File: config.mk
export PLATFORM = sky130hd
export DESIGN_NAME = pixel_writer
export DESIGN_NICKNAME = d
export VERILOG_FILES = /design/src/rtl/pixel_writer.sv
export SDC_FILE = /design/constraint.sdc
export NUM_CORES = 1
export LEC_CHECK = 0
export BUFFER_PORTS_ARGS = -buffer_cell sky130_fd_sc_hd__buf_2
export CORE_ASPECT_RATIO = 0.8
export CORE_MARGIN = 2
export CORE_UTILIZATION = 50
export CTS_BUF_LIST = sky130_fd_sc_hd__clkbuf_8
export DETAILED_ROUTE_END_ITERATION = 6
export GPL_ROUTABILITY_DRIVEN = 1
export GPL_TIMING_DRIVEN = 1
export PLACE_DENSITY = 0.8
export SYNTH_ARGS = -nofsm -noshare
export SYNTH_HDL_FRONTEND = slang
export SYNTH_SLANG_ARGS = --single-unit
File: constraint.sdc
create_clock -name clk -period 3.69 [get_ports clk]
set_input_delay 0.369 -clock clk [delete_from_list [all_inputs] [get_ports clk]]
set_output_delay 0.369 -clock clk [all_outputs]
set_load 0.02 [all_outputs]
File: src/rtl/pixel_writer.sv
// pixel_writer
// Buffers rasterizer pixels in a small FIFO and writes each one to a linear
// frame buffer. The write address is y*H_RES + x, truncated to 19 bits. Each
// write is a request/acknowledge handshake. Once every pixel accepted before
// prim_done has been written, the block pulses frame_done.
//
// Ports
//   clk          single clock, rising edge
//   n_rst        asynchronous active-low reset
//   address      {x[18:9], y[8:0]} pixel coordinate
//   pixel_valid  address/color carry a pixel this cycle
//   color        8-bit pixel color
//   prim_done    one-cycle pulse, primitive finished by the rasterizer
//   stop         backpressure, high when occupancy >= FIFO_DEPTH-1
//   mem_addr     linear frame-buffer address (registered)
//   mem_wdata    write data (registered)
//   mem_we       write request, held until mem_ack
//   mem_ack      memory accepted the write this cycle
//   frame_done   one-cycle pulse, primitive fully written
//
// Configuration macro
//   PIXEL_CLIP_EN  when defined, pixels with x>=H_RES or y>=V_RES are
//                  discarded at LOAD without a memory write.
module pixel_writer #(
  parameter int H_RES      = 640,
  parameter int V_RES      = 480,
  parameter int FIFO_DEPTH = 4
) (
  input  logic        clk,
  input  logic        n_rst,
  input  logic [18:0] address,
  input  logic        pixel_valid,
  input  logic [7:0]  color,
  input  logic        prim_done,
  output logic        stop,
  output logic [18:0] mem_addr,
  output logic [7:0]  mem_wdata,
  output logic        mem_we,
  input  logic        mem_ack,
  output logic        frame_done
);

  localparam int PTR_W = $clog2(FIFO_DEPTH);
  localparam int CNT_W = PTR_W + 1;
  localparam logic [CNT_W-1:0] CNT_FULL = CNT_W'(FIFO_DEPTH);
  localparam logic [CNT_W-1:0] CNT_STOP = CNT_W'(FIFO_DEPTH - 1);
  localparam logic [CNT_W-1:0] CNT_ONE  = CNT_W'(1);
  localparam logic [PTR_W-1:0] PTR_ONE  = PTR_W'(1);
  localparam logic [31:0]      X_LIMIT  = 32'(H_RES);
  localparam logic [31:0]      Y_LIMIT  = 32'(V_RES);
  localparam logic [18:0]      STRIDE   = 19'(H_RES);
`ifdef PIXEL_CLIP_EN
  localparam logic CLIP_EN = 1'b1;
`else
  localparam logic CLIP_EN = 1'b0;
`endif

  typedef enum logic [1:0] {
    ST_IDLE  = 2'd0,
    ST_LOAD  = 2'd1,
    ST_WRITE = 2'd2,
    ST_DRAIN = 2'd3
  } state_t;

  state_t           r_state;
  state_t           w_next_state;
  logic [26:0]      r_fifo_mem [FIFO_DEPTH];
  logic [PTR_W-1:0] r_wr_ptr;
  logic [PTR_W-1:0] r_rd_ptr;
  logic [CNT_W-1:0] r_count;
  logic             r_done_pend;
  logic             r_overflow;
  logic             r_mem_we;
  logic [18:0]      r_mem_addr;
  logic [7:0]       r_mem_wdata;
  logic             r_frame_done;

  logic        w_full;
  logic        w_empty;
  logic        w_push;
  logic        w_pop;
  logic [26:0] w_head;
  logic [9:0]  w_head_x;
  logic [8:0]  w_head_y;
  logic [7:0]  w_head_color;
  logic [18:0] w_lin_addr;
  logic        w_out_of_range;
  logic        w_clip;
  logic        w_done_any;
  logic        w_fire;
  logic        w_unused_overflow;

  assign w_full  = (r_count == CNT_FULL);
  assign w_empty = (r_count == {CNT_W{1'b0}});
  assign w_push  = pixel_valid & ~w_full;
  // LOAD is only entered with at least one entry buffered, so popping is safe.
  assign w_pop   = (r_state == ST_LOAD);

  assign w_head       = r_fifo_mem[r_rd_ptr];
  assign w_head_x     = w_head[26:17];
  assign w_head_y     = w_head[16:8];
  assign w_head_color = w_head[7:0];
  // The product and the sum are both taken at 19 bits, so they wrap modulo 2^19.
  assign w_lin_addr   = {10'd0, w_head_y} * STRIDE + {9'd0, w_head_x};

  assign w_out_of_range = ({22'd0, w_head_x} >= X_LIMIT) || ({23'd0, w_head_y} >= Y_LIMIT);
  assign w_clip         = CLIP_EN & w_out_of_range;

  // A prim_done arriving in the same cycle as the last ack still counts.
  assign w_done_any = r_done_pend | prim_done;
  assign w_fire     = (w_next_state == ST_DRAIN) ||
                      ((r_state == ST_IDLE) && w_empty && w_done_any);

  // Stop asserts one entry early, so a pixel already in flight still has a slot.
  assign stop       = (r_count >= CNT_STOP);
  assign mem_we     = r_mem_we;
  assign mem_addr   = r_mem_addr;
  assign mem_wdata  = r_mem_wdata;
  assign frame_done = r_frame_done;

  // The overflow flag is only inspected from simulation. This sink keeps it read.
  assign w_unused_overflow = r_overflow;

  // FIFO storage: data needs no reset because the pointers gate every read.
  always_ff @(posedge clk) begin
    if (w_push) begin
      r_fifo_mem[r_wr_ptr] <= {address, color};
    end
  end

  // FIFO pointers, occupancy and the sticky overflow flag.
  always_ff @(posedge clk or negedge n_rst) begin
    if (!n_rst) begin
      r_wr_ptr   <= {PTR_W{1'b0}};
      r_rd_ptr   <= {PTR_W{1'b0}};
      r_count    <= {CNT_W{1'b0}};
      r_overflow <= 1'b0;
    end else begin
      if (w_push) begin
        r_wr_ptr <= r_wr_ptr + PTR_ONE;
      end else begin
        r_wr_ptr <= r_wr_ptr;
      end
      if (w_pop) begin
        r_rd_ptr <= r_rd_ptr + PTR_ONE;
      end else begin
        r_rd_ptr <= r_rd_ptr;
      end
      case ({w_push, w_pop})
        2'b10:   r_count <= r_count + CNT_ONE;
        2'b01:   r_count <= r_count - CNT_ONE;
        default: r_count <= r_count;
      endcase
      if (pixel_valid && w_full) begin
        r_overflow <= 1'b1;
      end else begin
        r_overflow <= r_overflow;
      end
    end
  end

  // FSM state register.
  always_ff @(posedge clk or negedge n_rst) begin
    if (!n_rst) begin
      r_state <= ST_IDLE;
    end else begin
      r_state <= w_next_state;
    end
  end

  // FSM next-state logic.
  always_comb begin
    w_next_state = r_state;
    case (r_state)
      ST_IDLE: begin
        if (!w_empty) begin
          w_next_state = ST_LOAD;
        end else begin
          w_next_state = ST_IDLE;
        end
      end
      ST_LOAD: begin
        // A clipped pixel behaves like an immediately acked write. The head is
        // leaving this cycle, so another pixel is waiting only if count > 1.
        if (w_clip) begin
          if (r_count > CNT_ONE) begin
            w_next_state = ST_LOAD;
          end else if (w_done_any) begin
            w_next_state = ST_DRAIN;
          end else begin
            w_next_state = ST_IDLE;
          end
        end else begin
          w_next_state = ST_WRITE;
        end
      end
      ST_WRITE: begin
        if (mem_ack) begin
          if (!w_empty) begin
            w_next_state = ST_LOAD;
          end else if (w_done_any) begin
            w_next_state = ST_DRAIN;
          end else begin
            w_next_state = ST_IDLE;
          end
        end else begin
          w_next_state = ST_WRITE;
        end
      end
      ST_DRAIN: begin
        w_next_state = ST_IDLE;
      end
      default: begin
        w_next_state = ST_IDLE;
      end
    endcase
  end

  // Registered memory interface, frame_done pulse and pending-done flag.
  always_ff @(posedge clk or negedge n_rst) begin
    if (!n_rst) begin
      r_mem_we     <= 1'b0;
      r_mem_addr   <= 19'd0;
      r_mem_wdata  <= 8'd0;
      r_frame_done <= 1'b0;
      r_done_pend  <= 1'b0;
    end else begin
      r_mem_we     <= (w_next_state == ST_WRITE);
      r_frame_done <= w_fire;
      if (r_state == ST_LOAD) begin
        r_mem_addr  <= w_lin_addr;
        r_mem_wdata <= w_head_color;
      end else begin
        r_mem_addr  <= r_mem_addr;
        r_mem_wdata <= r_mem_wdata;
      end
      if (w_fire) begin
        r_done_pend <= 1'b0;
      end else if (prim_done) begin
        r_done_pend <= 1'b1;
      end else begin
        r_done_pend <= r_done_pend;
      end
    end
  end

endmodule

==> out/results.txt <==
At the pin with the least slew margin, the transition time is 0.900 ns. Synthesis inferred 147 register bits. Summed over all layers, the routed wires come to 10900 um. The first global-routing pass estimated 17900 um of wire. Across all register-to-register paths, the minimum setup slack is 0.21 ns. The buffer type at the clock tree root is clkbuf_8. For the insertion delay to the later sink of the worst-skew pair, the log shows 0.45 ns. The most used flip-flop cell after synthesis is edfxtp_1. The run gives 0 as the total number of yosys warnings. Setup repair after global routing left no endpoint under its margin. The post-synthesis to final-layout area growth works out to 14.2%. Setup violations remaining at the end of the flow were counted as 0. The detailed router placed 3393 vias in this run. Die outline width: 128 um. Yosys attributes the largest share of cell area to edfxtp_1 (52%), dfrtp_1 (16%), mux4_2 (9.8%), ha_1 (4.4%), nand2_1 (4.1%). After synthesis, the netlist uses 41 different library cells. Counting cells, the worst reg-to-reg path comes to 10. The share of flip-flops with an asynchronous set or reset after synthesis came out at 0.265. The multiplexer share of the synthesized area is 0.0998. Dividing total power by cell area gives a power density of 1010 nW/um^2. The first detailed-routing pass took 7 iterations. The flow ran to the end, and the final reports show no timing, DRC or antenna violations.

The core occupancy in the finished layout was 0.584. Via count of the first global-routing pass: 3518. For the worst setup path, the data arrival time is 3.86 ns.

Across the run, the number of max-cap violations was 0. The analysis attributes to cell leakage a power of 0.00280 uW. Once detail routing completed, the nets flagged for antenna violations numbered 0. The tools report the clock buffer count from CTS as 17. For this run, design rule violations remaining after detail routing come to 0. The region available for standard cell placement spans 12100 um^2. Adding up every negative setup slack in the final design gives 0 ns. The run gives 0.400 as the headroom to the max-slew limit.

The number of top-level design ports was 62; the required arrival time at the worst endpoint was 4.07 ns. The fraction of post-synthesis cell area in the top cell type by area was 0.524. Reg-to-reg endpoint: mem_addr[18]$_DFFE_PN0P_. The cell count after synthesis came out at 383. The simple logic cell fraction of the synthesized area is 0.0709. Leaving out fill and tap cells, the most frequent cell in the layout is edfxtp_1. Cell accounting for the most synthesized area: edfxtp_1. TritonCTS built the clock tree. The total routing resource utilization after global routing is 0.180, and the number of I/O port buffers is 61. By area, the combinational part of the netlist is dominated by multiplexers. The tools report the number of antenna violations at the first check in global routing as 0.

The maximum clock skew at final layout is 0.0120 ns. The mapped netlist covers 6190 um^2. Row generation in the floorplan step produced 36 rows. The H-tree was split into 4 levels. The element type at the critical path start was a flop. The top cell types in the final layout, fill and taps aside, are edfxtp_1 (108), nand2_1 (67), buf_2 (61). In this run the mean area of a mapped cell was 16.2 um^2.

The critical-path maximum fanout came out at 7. The half-perimeter wire length after detailed placement is 7080 um. The number of vias per cell was 5.41; the complex-gate fraction of the synthesized area was 0.0442. The sequential element share of the synthesized area came out at 0.681. The run gives 466 uV as the largest vdd supply drop. For the finished layout, the period the worst path requires is 3.48 ns. The filler cell count is 904, and the final critical-path share of the clock period is 0.943. The repair_antennas step left the layout with diodes totalling 0.

The critical path is of the reg -> reg type. For the hold violation count in the final report, the log shows 0. The classification of the worst-slack hold path is in -> async.

The synthesized-area fraction occupied by xor and xnor cells was 0.0281. The critical path starts at r_rd_ptr[0]$_DFFE_PN0P_. Entering global routing, the biggest net connects 41 pins. Derived from the worst setup path, the maximum achievable clock frequency is 288 MHz. The tools report the weighted congestion at the end of routability-driven global placement as 0.726. The number of nets in the finished design came out at 519.

In this run the deepest clock path goes through 2 buffers. Starting utilization of the core area: 0.511. In this run, the number of DRC markers left after iteration 0 of detailed routing was 168. The floorplan step set the die height to 104 um. For the TritonCTS sink count, the log shows 147. The critical path endpoint category is a flop. Final number of max-transition violations: 0. The adder-cell share of the synthesized area works out to 0.0541. In this run the critical register-to-register path is launched from r_rd_ptr[0]$_DFFE_PN0P_. The synthesized net count was 440; the share of post-route cells with drive strength above 1 was 0.297. Clock-pin slew reported for the worst setup and hold paths after clock tree synthesis: 0.09 ns. Yosys mapped a number of flops with a built-in enable equal to 108.

The die covers 13300 um^2. Dividing the detail-routed wire length by the instance count gives 17.4 um. The run gives 0 as the total grt overflow.
## per-layer routing
layer / up-vias / GRT usage / routed length (um) / part of all wire
met2: 82 / 0.278 / 5300 / 0.48
met5: - / 0 / 0 / 0
met4: 0 / 0.0636 / 167 / 0.015
met3: 15 / 0.0651 / 565 / 0.052
met1: 1721 / 0.237 / 4910 / 0.45
li1: 1575 / - / - / -
## worst max-delay path: stages (launching register included)
cell	delay [ns]
dfrtp_4	0.50
mux4_2	0.55
ha_1	0.32
ha_1	0.23
fa_1	0.51
and4bb_2	0.36
nor3_1	0.06
a211oi_2	0.29
nand3_1	0.16
o311ai_1	0.28
o21a_1	0.16
## cell families after synthesis
logic type | after synthesis
xor+xnor | 19
fa+ha+maj | 25
buf+inv | 26
compound gates | 39
flops | 147
mux | 28
simple gates | 99
## how the worst max path moves through the flow
stage / depth (start not counted) / to
after global routing: 10 / mem_addr[18]$_DFFE_PN0P_
after detailed placement: 10 / mem_addr[18]$_DFFE_PN0P_
after CTS: 10 / mem_addr[18]$_DFFE_PN0P_
final: 10 / mem_addr[18]$_DFFE_PN0P_
after floorplan: 12 / mem_addr[17]$_DFFE_PN0P_
after global placement: 10 / mem_addr[17]$_DFFE_PN0P_
## synth_stat cells, drive strengths merged (2+ instances only)
cell type,count
ha,22
edfxtp,108
xor2,10
a21oi,6
buf,9
inv,12
nor3,3
nand3,3
and4bb,4
xnor2,9
clkbuf,5
nor2,13
and2,4
mux4,27
fa,3
nand2,67
dfrtp,39
o21a,3
o21ai,16
a21o,6
a211oi,2
## final cells by class
class,instances,area (um^2),area share
clock buffer,17,234,0.0331
clock inverter,15,124,0.0175
inverter,12,45.0,0.00637
multi-input combinational,210,1840,0.260
sequential,147,4220,0.597
tap,152,190,0.0269
timing repair buffer,74,415,0.0587
## through the flow
step           hold slack, ns  cell area [um^2]  worst slack [ns]  total power, uW  instances
2_1_floorplan          0.0734              6200            0.0544             5320        383
3_3_place_gp            0.455              6680             0.210             5930        592
3_5_place_dp            0.457              6680             0.120             6060        592
4_1_cts                0.0733              7030            0.0904             7200        624
5_1_grt                 0.101              7070          0.000998             7730        627
6_report               0.0483              7070             0.212             7170        627
## timing repair
action                                  in CTS  in global routing
resized for setup                            0                  1
hold buffers                                 0                  0
endpoints found under the setup margin       0                  3
setup buffers                                0                  3
## power breakdown
part	total, uW	switching [uW]	internal, uW
clock	1120	640	478
sequential	2460	199	2260
combinational	3580	2030	1550
total	7170	2870	4300
## state kept, by name, indices dropped and copies added (netlist names)
register     flops
r_wr_ptr         2
mem_addr        19
r_count          3
r_state          2
mem_wdata        8
r_done_pend      1
mem_we           1
r_fifo_mem     108
r_rd_ptr         2
frame_done       1
Power figures use the tool's default switching activity.
